**src/rtl/alu_result_fifo.sv**
```systemverilog
// rtl/alu_result_fifo.sv - buffered ALU result stage with per-entry status flags
//
// Captures ALU transactions over a valid/ready handshake. Each entry is stored
// with its zero, negative and divide/modulo-by-zero flags. Entries are queued in
// a first-word-fall-through FIFO and presented to a consumer over a second
// valid/ready handshake.
//
// Ports:
//   clk, rst_n            clock, synchronous active-low reset
//   in_valid / in_ready   upstream handshake (in_ready = !full)
//   in_sel, in_a, in_b    ALU select and operands
//   in_result             ALU result, two's complement, 2*DATA_WIDTH+1 bits
//   out_valid / out_ready consumer handshake (out_valid = !empty)
//   out_sel .. out_result head entry fields (0 while empty)
//   out_zero, out_neg     head result is zero / negative
//   out_dz                head entry was div/mod with in_b == 0
//   count                 occupancy, 0..DEPTH
//   dz_count              saturating count of accepted dz entries

module alu_result_fifo #(
  parameter int DATA_WIDTH = 3,
  parameter int DEPTH      = 4
) (
  input  logic                                clk,
  input  logic                                rst_n,
  input  logic                                in_valid,
  output logic                                in_ready,
  input  logic [2:0]                          in_sel,
  input  logic [DATA_WIDTH-1:0]               in_a,
  input  logic [DATA_WIDTH-1:0]               in_b,
  input  logic [2*DATA_WIDTH:0]               in_result,
  output logic                                out_valid,
  input  logic                                out_ready,
  output logic [2:0]                          out_sel,
  output logic [DATA_WIDTH-1:0]               out_a,
  output logic [DATA_WIDTH-1:0]               out_b,
  output logic [2*DATA_WIDTH:0]               out_result,
  output logic                                out_zero,
  output logic                                out_neg,
  output logic                                out_dz,
  output logic [$clog2(DEPTH):0]              count,
  output logic [7:0]                          dz_count
);

  localparam int RW = 2*DATA_WIDTH+1;
  localparam int AW = $clog2(DEPTH);
  localparam int CW = AW+1;

  localparam logic [2:0] SEL_DIV = 3'd3;
  localparam logic [2:0] SEL_MOD = 3'd7;

  typedef struct packed {
    logic [2:0]            sel;
    logic [DATA_WIDTH-1:0] a;
    logic [DATA_WIDTH-1:0] b;
    logic [RW-1:0]         result;
    logic                  zero;
    logic                  neg;
    logic                  dz;
  } entry_t;

  entry_t        mem [DEPTH];
  logic [AW-1:0] wr_ptr;
  logic [AW-1:0] rd_ptr;

  logic   push;
  logic   pop;
  logic   in_dz;
  entry_t in_entry;
  entry_t head;

  // Handshake outputs depend only on the registered occupancy, so there is no
  // combinational path from in_valid or out_ready.
  assign in_ready  = (count != CW'(DEPTH));
  assign out_valid = (count != '0);

  assign push = in_valid && in_ready;
  assign pop  = out_valid && out_ready;

  assign in_dz = ((in_sel == SEL_DIV) || (in_sel == SEL_MOD)) && (in_b == '0);

  always_comb begin
    in_entry        = '0;
    in_entry.sel    = in_sel;
    in_entry.a      = in_a;
    in_entry.b      = in_b;
    in_entry.result = in_result;
    in_entry.zero   = (in_result == '0);
    in_entry.neg    = in_result[RW-1];
    in_entry.dz     = in_dz;
  end

  // Storage is never cleared, so the head is masked while empty; this keeps
  // out_* at zero after reset.
  always_comb begin
    head = '0;
    if (out_valid) begin
      head = mem[rd_ptr];
    end
  end

  assign out_sel    = head.sel;
  assign out_a      = head.a;
  assign out_b      = head.b;
  assign out_result = head.result;
  assign out_zero   = head.zero;
  assign out_neg    = head.neg;
  assign out_dz     = head.dz;

  always_ff @(posedge clk) begin
    if (!rst_n) begin
      wr_ptr   <= '0;
      rd_ptr   <= '0;
      count    <= '0;
      dz_count <= '0;
    end else begin
      if (push) begin
        mem[wr_ptr] <= in_entry;
        // DEPTH is a power of two, so the pointer wraps naturally.
        wr_ptr      <= wr_ptr + 1'b1;
        if (in_dz && (dz_count != 8'hFF)) begin
          dz_count <= dz_count + 8'd1;
        end
      end
      if (pop) begin
        rd_ptr <= rd_ptr + 1'b1;
      end
      case ({push, pop})
        2'b10:   count <= count + 1'b1;
        2'b01:   count <= count - 1'b1;
        default: count <= count;
      endcase
    end
  end

endmodule

```
**config.mk**
```make
export PLATFORM = sky130hd
export DESIGN_NAME = alu_result_fifo
export DESIGN_NICKNAME = d
export VERILOG_FILES = /design/src/rtl/alu_result_fifo.sv
export SDC_FILE = /design/constraint.sdc
export NUM_CORES = 1
export LEC_CHECK = 0
export CORE_ASPECT_RATIO = 1.4
export CORE_MARGIN = 2
export CORE_UTILIZATION = 30
export CTS_CLUSTER_DIAMETER = 150
export DETAILED_ROUTE_END_ITERATION = 16
export PLACE_DENSITY = 0.52
export REMOVE_ABC_BUFFERS = 1
export SLEW_MARGIN = 20
export SYNTH_ARGS = -nofsm -noshare
export SYNTH_HDL_FRONTEND = slang
export SYNTH_SLANG_ARGS = --single-unit
```
**constraint.sdc**
```tcl
create_clock -name clk -period 3.9 [get_ports clk]
set_clock_uncertainty 0.1 [all_clocks]
set_input_delay 0.585 -clock clk [delete_from_list [all_inputs] [get_ports clk]]
set_output_delay 0.585 -clock clk [all_outputs]
set_load 0.005 [all_outputs]
```
==> impl_metrics.py, run 1 <==
metrics = {
    "run_status": {
        "outcome": "completed",
    },
    "timing": {
        "maxClockFrequency_mhz": 346,
        "final_max_slew_viol_count": 0,
        "rsz0062_at_grt": "no",
        "min_period_ns": 2.89,
        "finalHoldWorstSlack_ns": 0.387,
        "setup_viol": 0,
        "post-route-period-util_pct": 74.1,
        "slew_margin_rel_pct": 51.5,
        "transition_time_at_the_pin_with_the_least_slew_margin_ns": 0.728,
        "hold_viol": 0,
        "setup-tns-final_ns": 0,
        "setup_slack_ns": 1.01,
    },
    "setup_path": {
        "critPathCaptureType": "primary output",
        "cp_num_cells": 4,
        "path_buf_inv": 2,
        "critical_path.reg2reg.startpoint": "count[0]",
        "cell_count_of_the_worst_reg_to_reg_path": 8,
        "cp.arrival_ns": 2.20,
        "crit_fanout": 18,
        "worstPathRequired_ns": 3.21,
        "timing.critical_path.cells": "buf_4, mux4_2, and2_1, clkdlybuf4s50_1",
        "worst_r2r_endpoint": "count[2]",
        "crit_path_max_cell_delay_ns": 0.58,
        "cp_top_family": "buffers and inverters",
        "critPathKind": "reg2out",
        "startpoint_type": "register",
        "setup.reg_to_reg.worst_slack_ns": 1.24,
        "critical-path-slowest-cell": "sky130_fd_sc_hd__mux4_2",
    },
    "placed_design": {
        "place_worst_setup_slack_ns": 1.11,
        "place_area_sq_um": 4310,
        "place.detailed.hpwl_um": 4110,
        "port_buffer_count": 51,
        "globalplace.congestion": 0.689,
    },
    "route": {
        "detailedRoute.firstIterationViolations": 75,
        "route.detailed.vias_per_inst": 4.71,
        "drt-total-wl_um": 6760,
        "route.antenna.remaining_nets": 0,
        "route.detailed.wl_per_inst_um": 15.9,
        "drc": 0,
        "drt_first_pass_iters": 4,
        "route.vias.total": 2006,
    },
    "yosys": {
        "netlist_instances": 217,
        "ys_warn_count": 0,
        "netlist_area_sq_um": 3630,
        "ys_types": 30,
        "synth_area_per_cell_sq_um": 16.7,
        "sequential_cell_area_fraction_in_the_yosys_report_pct": 69.0,
        "yosys_register_bits": 89,
    },
    "hold_path": {
        "hold_path_class": "reg2reg",
        "hold_depth": 2,
        "worst_hold_startpoint": "dz_count[6]",
        "hold_end": "dz_count[6]",
    },
    "floorplan": {
        "fp-row-count": 47,
        "io_pins": 52,
        "die_area_sq_um": 13000,
        "core-area_sq_um": 11800,
        "dieHeight_um": 134,
        "initial_core_util_pct": 30.7,
        "die_width_um": 96.9,
    },
    "clock_tree": {
        "clk_root_buffer_cell": "sky130_fd_sc_hd__clkbuf_16",
        "clk-insertion-delay-late_ns": 0.34,
        "reg_clk_slew_reported_paths_ns": 0.06,
        "cts_made_buffers": 9,
        "post-cts-setup-buffer-count": 0,
        "h-tree-depth": 3,
        "clock_tree_from_tritoncts": "done",
        "ctsHoldBuffers": 0,
        "cts_resized": 0,
        "max-clock-path-buffers": 2,
        "cts.sink_count": 89,
    },
    "layout": {
        "diodes": 0,
        "layout.core_utilization_pct": 39.1,
        "final_area_sq_um": 4620,
        "design.final.nets": 301,
        "areaGrowthSynthToFinish_pct": 27.3,
        "layout_cells_sized_above_1_pct": 14.3,
    },
    "power": {
        "p_per_area_nw_per_um2": 617,
        "sequential_share_of_power_pct": 39.6,
        "internal_power_mw": 2.14,
        "power.share.switching_pct": 24.9,
        "switching_power_uw": 711,
        "pwr-share-clk_pct": 31.7,
        "vdd.ir_drop.worst_v": 0.000391,
        "leakage_power_nw": 1.50,
        "combPwrFrac_pct": 28.7,
    },
    "global_route": {
        "track_usage_pct": 11.0,
        "wire_length_of_the_first_global_routing_pass_um": 10800,
        "grt_start_max_net_pins": 22,
        "globalRouteOverflowTotal": 0,
        "first_global_vias": 2095,
        "grt_antenna_before_repair": 0,
    },
    "run": {
        "number_of_violations_of_the_max_capacitance_limit": 0,
    },
}
-- layer usage --
layer  vias up  share of wire, %  global-route usage [%]
li1        953                 -                       -
met1       989                44                    13.3
met2        50                50                    18.2
met3        14               3.9                    1.98
met4         0               2.2                    6.81
met5         -                 0                       0
-- cells in the mapped netlist --
| master | number | area share [%] |
|---|---|---|
| sky130_fd_sc_hd__and2_1 | 21 | 3.6 |
| sky130_fd_sc_hd__buf_4 | 2 | 0.41 |
| sky130_fd_sc_hd__buf_6 | 1 | 0.31 |
| sky130_fd_sc_hd__mux4_2 | 18 | 11 |
| sky130_fd_sc_hd__buf_2 | 2 | 0.28 |
| sky130_fd_sc_hd__fa_1 | 1 | 0.55 |
| sky130_fd_sc_hd__nand3_1 | 5 | 0.69 |
| sky130_fd_sc_hd__nor4b_4 | 1 | 0.66 |
| sky130_fd_sc_hd__o21ai_0 | 3 | 0.41 |
| sky130_fd_sc_hd__and3_1 | 5 | 0.86 |
| sky130_fd_sc_hd__or3_1 | 5 | 0.86 |
| sky130_fd_sc_hd__o31ai_1 | 5 | 1.0 |
| sky130_fd_sc_hd__nor4_1 | 1 | 0.17 |
| sky130_fd_sc_hd__inv_1 | 8 | 0.83 |
| sky130_fd_sc_hd__xnor2_1 | 2 | 0.48 |
| sky130_fd_sc_hd__or4_1 | 5 | 1.0 |
| sky130_fd_sc_hd__and4_1 | 2 | 0.48 |
| sky130_fd_sc_hd__edfxtp_1 | 72 | 60 |
| sky130_fd_sc_hd__nor2_1 | 7 | 0.72 |
| sky130_fd_sc_hd__or3b_1 | 2 | 0.48 |
| sky130_fd_sc_hd__dfxtp_1 | 17 | 9.4 |
| sky130_fd_sc_hd__clkbuf_2 | 1 | 0.14 |
| sky130_fd_sc_hd__buf_1 | 1 | 0.10 |
| sky130_fd_sc_hd__nand2_1 | 4 | 0.41 |
| sky130_fd_sc_hd__clkbuf_1 | 4 | 0.41 |
| sky130_fd_sc_hd__nand4_2 | 1 | 0.34 |
| sky130_fd_sc_hd__o41ai_1 | 1 | 0.24 |
| sky130_fd_sc_hd__ha_1 | 6 | 2.1 |
| sky130_fd_sc_hd__xor2_1 | 3 | 0.72 |
| sky130_fd_sc_hd__a21oi_1 | 11 | 1.5 |
-- power by group through the flow --
stage          registers [mW]  logic (mW)  clock network, mW
4_1_cts                  1.13       0.844              0.923
3_3_place_gp             1.15       0.839                  0
6_report                 1.13       0.817              0.905
3_5_place_dp             1.15       0.841                  0
5_1_grt                  1.14       0.897              0.960
2_1_floorplan            1.19       0.371                  0
-- worst reg2reg max path: stages, from the launching register on --
cell,delay (ns)
sky130_fd_sc_hd__dfxtp_1,0.40
sky130_fd_sc_hd__or3_1,0.61
sky130_fd_sc_hd__and2_1,0.26
sky130_fd_sc_hd__ha_1,0.19
sky130_fd_sc_hd__inv_1,0.06
sky130_fd_sc_hd__fa_1,0.37
sky130_fd_sc_hd__xor2_1,0.16
sky130_fd_sc_hd__or3_1,0.31
sky130_fd_sc_hd__a21oi_1,0.13
-- cell usage in the layout, fill, tap and decap left out, types with 2 or more instances in the layout --
| cell | n |
|---|---|
| sky130_fd_sc_hd__or4_1 | 5 |
| sky130_fd_sc_hd__clkdlybuf4s50_1 | 51 |
| sky130_fd_sc_hd__dfxtp_1 | 17 |
| sky130_fd_sc_hd__o31ai_1 | 5 |
| sky130_fd_sc_hd__bufinv_16 | 2 |
| sky130_fd_sc_hd__o21ai_0 | 3 |
| sky130_fd_sc_hd__clkinvlp_4 | 2 |
| sky130_fd_sc_hd__edfxtp_1 | 72 |
| sky130_fd_sc_hd__clkbuf_1 | 2 |
| sky130_fd_sc_hd__xnor2_1 | 2 |
| sky130_fd_sc_hd__mux4_2 | 18 |
| sky130_fd_sc_hd__ha_1 | 6 |
| sky130_fd_sc_hd__and4_1 | 2 |
| sky130_fd_sc_hd__a21oi_1 | 11 |
| sky130_fd_sc_hd__nor2_1 | 7 |
| sky130_fd_sc_hd__nand3_1 | 5 |
| sky130_fd_sc_hd__xor2_1 | 3 |
| sky130_fd_sc_hd__and2_1 | 21 |
| sky130_fd_sc_hd__buf_4 | 6 |
| sky130_fd_sc_hd__inv_1 | 8 |
| sky130_fd_sc_hd__and3_1 | 5 |
| sky130_fd_sc_hd__nand2_1 | 4 |
| sky130_fd_sc_hd__or3b_1 | 2 |
| sky130_fd_sc_hd__or3_1 | 5 |
| sky130_fd_sc_hd__clkbuf_16 | 9 |
-- how the worst max path moves through the flow --
| stage | startpoint | to |
|---|---|---|
| finish | register | out_neg |
| global route | register | out_neg |
| CTS | register | out_neg |
| detailed placement | in_b[1] | dz_count[3] |
| global placement | in_valid | count[2] |
| floorplan | register | out_neg |
-- cell type report --
cell class	instances	area, sq um
Fill cell	1103	7200
Sequential cell	89	2500
Multi-Input combinational cell	109	1040
Timing Repair Buffer	57	556
Clock buffer	11	233
Tap cell	147	184
Clock inverter	5	80.1
Inverter	8	30.0
-- stage by stage --
step | total power [mW] | std cells
global placement | 1.99 | 410
detailed placement | 1.99 | 410
finish | 2.85 | 426
CTS | 2.90 | 426
global route | 2.99 | 426
floorplan | 1.56 | 206
-- cell families after synthesis --
kind of cell / Yosys count / synth area share (%)
DFF: 89 / 69.0
and+or+nand+nor: 59 / 10.3
AOI/OAI and AO/OA: 20 / 3.21
buffers and inverters: 19 / 2.48
muxes: 18 / 11.2
adders and majority gates: 7 / 2.62
xor gates and xnor gates: 5 / 1.21
-- state kept, by name, summed over array words and instances (netlist names), named ones only --
name / count
rd_ptr: 2
dz_count: 8
mem: 72
wr_ptr: 2
count: 3
(Power assumes the default switching activity.)
==> inputs of run 2 (changes only) <==
--- a/config.mk
+++ b/config.mk
@@ -10,7 +10,7 @@
 export CORE_UTILIZATION = 30
 export CTS_CLUSTER_DIAMETER = 150
 export DETAILED_ROUTE_END_ITERATION = 16
-export PLACE_DENSITY = 0.52
+export PLACE_DENSITY = 0.54
 export REMOVE_ABC_BUFFERS = 1
 export SLEW_MARGIN = 20
 export SYNTH_ARGS = -nofsm -noshare
==> constraint.sdc (replaced) <==
create_clock -name clk -period 2.4 [get_ports clk]
set_clock_uncertainty 0.1 [all_clocks]
set_input_delay 0.36 -clock clk [delete_from_list [all_inputs] [get_ports clk]]
set_output_delay 0.36 -clock clk [all_outputs]
set_load 0.005 [all_outputs]
==> impl_metrics.py, run 2 (synthesis gave the netlist of run 1 again) <==
metrics = {
    "run_status": {
        "outcome": "completed",
    },
    "layout": {
        "layout.cells.most_common_list": "sky130_fd_sc_hd__edfxtp_1 (72), sky130_fd_sc_hd__clkdlybuf4s50_1 (32), sky130_fd_sc_hd__and2_1 (20)",
        "design.final.nets": 313,
        "reg.largest.list": "mem: 72 flops, dz_count: 8 flops, count: 3 flops",
        "diodes": 0,
        "areaGrowthSynthToFinish_pct": 31.3,
        "leading_cell_type_in_the_layout_fill_and_taps_excluded": "sky130_fd_sc_hd__edfxtp_1",
        "layout_cells_sized_above_1_pct": 19.0,
        "largest_register": "mem",
        "largest_reg_flops": 72,
    },
    "power": {
        "vdd.ir_drop.worst_v": 0.000704,
        "switching_power_mw": 1.15,
        "combPwrFrac_pct": 30.2,
        "internal_power_mw": 3.40,
        "power.share.switching_pct": 25.3,
        "leakage_power_nw": 1.64,
        "sequential_share_of_power_pct": 40.6,
        "p_per_area_nw_per_um2": 954,
        "pwr-share-clk_pct": 29.2,
        "total_power_after_layout_mw": 4.55,
    },
    "placed_design": {
        "place.detailed.hpwl_um": 4290,
        "place_worst_setup_slack_ns": -0.0906,
        "port_buffer_count": 51,
        "globalplace.congestion": 0.722,
    },
    "global_route": {
        "first_global_vias": 2121,
        "grt_antenna_before_repair": 0,
        "grt_start_max_net_pins": 21,
        "globalRouteOverflowTotal": 0,
        "wire_length_of_the_first_global_routing_pass_um": 11200,
        "track_usage_pct": 11.3,
    },
    "timing": {
        "maxClockFrequency_mhz": 432,
        "post-route-period-util_pct": 96.4,
        "finalHoldWorstSlack_ns": 0.404,
        "min_period_ns": 2.31,
        "transition_time_at_the_pin_with_the_least_slew_margin_ns": 0.538,
        "hold_viol": 0,
        "setup-tns-final_ns": 0,
        "final_max_slew_viol_count": 0,
        "slew_margin_rel_pct": 63.8,
        "setup_slack_ns": 0.0855,
        "setup_viol": 0,
    },
    "floorplan": {
        "die_width_um": 96.9,
        "io_pins": 52,
        "initial_core_util_pct": 30.7,
        "dieHeight_um": 134,
        "core-area_sq_um": 11800,
        "die_area_sq_um": 13000,
        "fp-row-count": 47,
    },
    "clock_tree": {
        "cts_made_buffers": 9,
        "post-cts-setup-buffer-count": 0,
        "clk-insertion-delay-late_ns": 0.33,
        "reg_clk_slew_reported_paths_ns": 0.06,
        "clk_root_buffer_cell": "sky130_fd_sc_hd__clkbuf_16",
        "h-tree-depth": 3,
        "max-clock-path-buffers": 2,
        "cts.sink_count": 89,
        "ctsHoldBuffers": 0,
        "clock_tree_from_tritoncts": "done",
    },
    "hold_path": {
        "hold_depth": 2,
        "hold_end": "wr_ptr[1]",
        "hold_path_class": "reg2reg",
        "worst_hold_startpoint": "wr_ptr[1]",
    },
    "setup_path": {
        "cp.arrival_ns": 2.47,
        "critPathKind": "reg2reg",
        "worstPathRequired_ns": 2.56,
        "critical_path.reg2reg.startpoint": "count[0]",
        "cell_count_of_the_worst_reg_to_reg_path": 9,
        "worst_setup_path_startpoint": "count[0]",
        "startpoint_type": "register",
        "crit_fanout": 2,
        "worst_r2r_endpoint": "count[2]",
        "setup.reg_to_reg.worst_slack_ns": 0.09,
        "critPathCaptureType": "register",
    },
    "route": {
        "route.detailed.wl_per_inst_um": 15.7,
        "route.vias.total": 2031,
        "drc": 0,
        "top_layer": "met4",
        "met1Wirelength_um": 2980,
        "met2_length_um": 3560,
        "route.detailed.vias_per_inst": 4.66,
        "wl_met3_um": 228,
        "drt-total-wl_um": 6850,
        "route.antenna.remaining_nets": 0,
        "drt_first_pass_iters": 4,
        "detailedRoute.firstIterationViolations": 95,
    },
    "run": {
        "number_of_violations_of_the_max_capacitance_limit": 0,
    },
}
-- run 2: changes by cell type in the layout (fill, tap and decap cells not counted), sizes merged --
cell,before,now
dlygate4sd2,0,19
clkbuf,11,9
clkinvlp,2,1
clkdlybuf4s50,51,32
clkinv,1,3
bufinv,2,1
buf,6,18
-- run 2: how the worst max path moves through the flow --
stage / cells past startpoint / endpoint
after floorplan: 9 / count[2]
after global placement: 6 / dz_count[0]
after detailed placement: 6 / dz_count[2]
after CTS: 9 / count[2]
after global routing: 9 / count[2]
final: 9 / count[2]
-- run 2: stage by stage --
step / cells / cell area, sq um / util [%]
5_1_grt: 436 / 4770 / 40.3
3_3_place_gp: 421 / 4470 / 37.8
2_1_floorplan: 206 / 3570 / -
4_1_cts: 436 / 4760 / 40.3
6_report: 436 / 4770 / 40.3
3_5_place_dp: 421 / 4470 / 37.8
-- run 2: final cells by class --
class / count / area, sq um
flip-flops and latches: 89 / 2510
inverters: 8 / 30.0
well taps: 147 / 184
clock inverters: 5 / 58.8
clock buffers: 9 / 225
repair buffers: 69 / 721
fillers: 1094 / 7050
multi-input cells: 109 / 1040
-- run 2: layer usage --
metal / global-route usage (%) / vias up
met1: 13.5 / 1003
met4: 4.23 / 0
met3: 2.71 / 6
met5: 0 / -
met2: 19.6 / 40
li1: - / 982
-- run 2: repair_timing --
item | in CTS | in global routing
endpoints found under the setup margin | 19 | 1
resized for setup | 23 | 3
cloned | 1 | 0
-- run 2: worst max-delay path, cell delays in order (launching register included) --
cell                      delay [ns]
sky130_fd_sc_hd__dfxtp_1        0.31
sky130_fd_sc_hd__or3b_1         0.39
sky130_fd_sc_hd__and2_4         0.17
sky130_fd_sc_hd__inv_2          0.06
sky130_fd_sc_hd__ha_2           0.19
sky130_fd_sc_hd__inv_1          0.05
sky130_fd_sc_hd__fa_1           0.37
sky130_fd_sc_hd__xor2_1         0.16
sky130_fd_sc_hd__or3_1          0.30
sky130_fd_sc_hd__a21oi_1        0.13
-- run 2: power groups by stage --
stage               combinational [mW]  sequential, mW  clock (mW)
floorplan                        0.602            1.93           0
global route                      1.52            1.86        1.42
finish                            1.38            1.85        1.33
detailed placement                1.50            1.86           0
global placement                  1.49            1.86           0
CTS                               1.42            1.85        1.37
==> inputs of run 3 (changes only) <==
--- a/config.mk
+++ b/config.mk
@@ -5,6 +5,7 @@
 export SDC_FILE = /design/constraint.sdc
 export NUM_CORES = 1
 export LEC_CHECK = 0
+export ABC_CLOCK_PERIOD_IN_PS = 2400
 export CORE_ASPECT_RATIO = 1.4
 export CORE_MARGIN = 2
 export CORE_UTILIZATION = 30
==> results of run 3 <==
No change in the layout: final DEF, timing and power equal those of run 2.
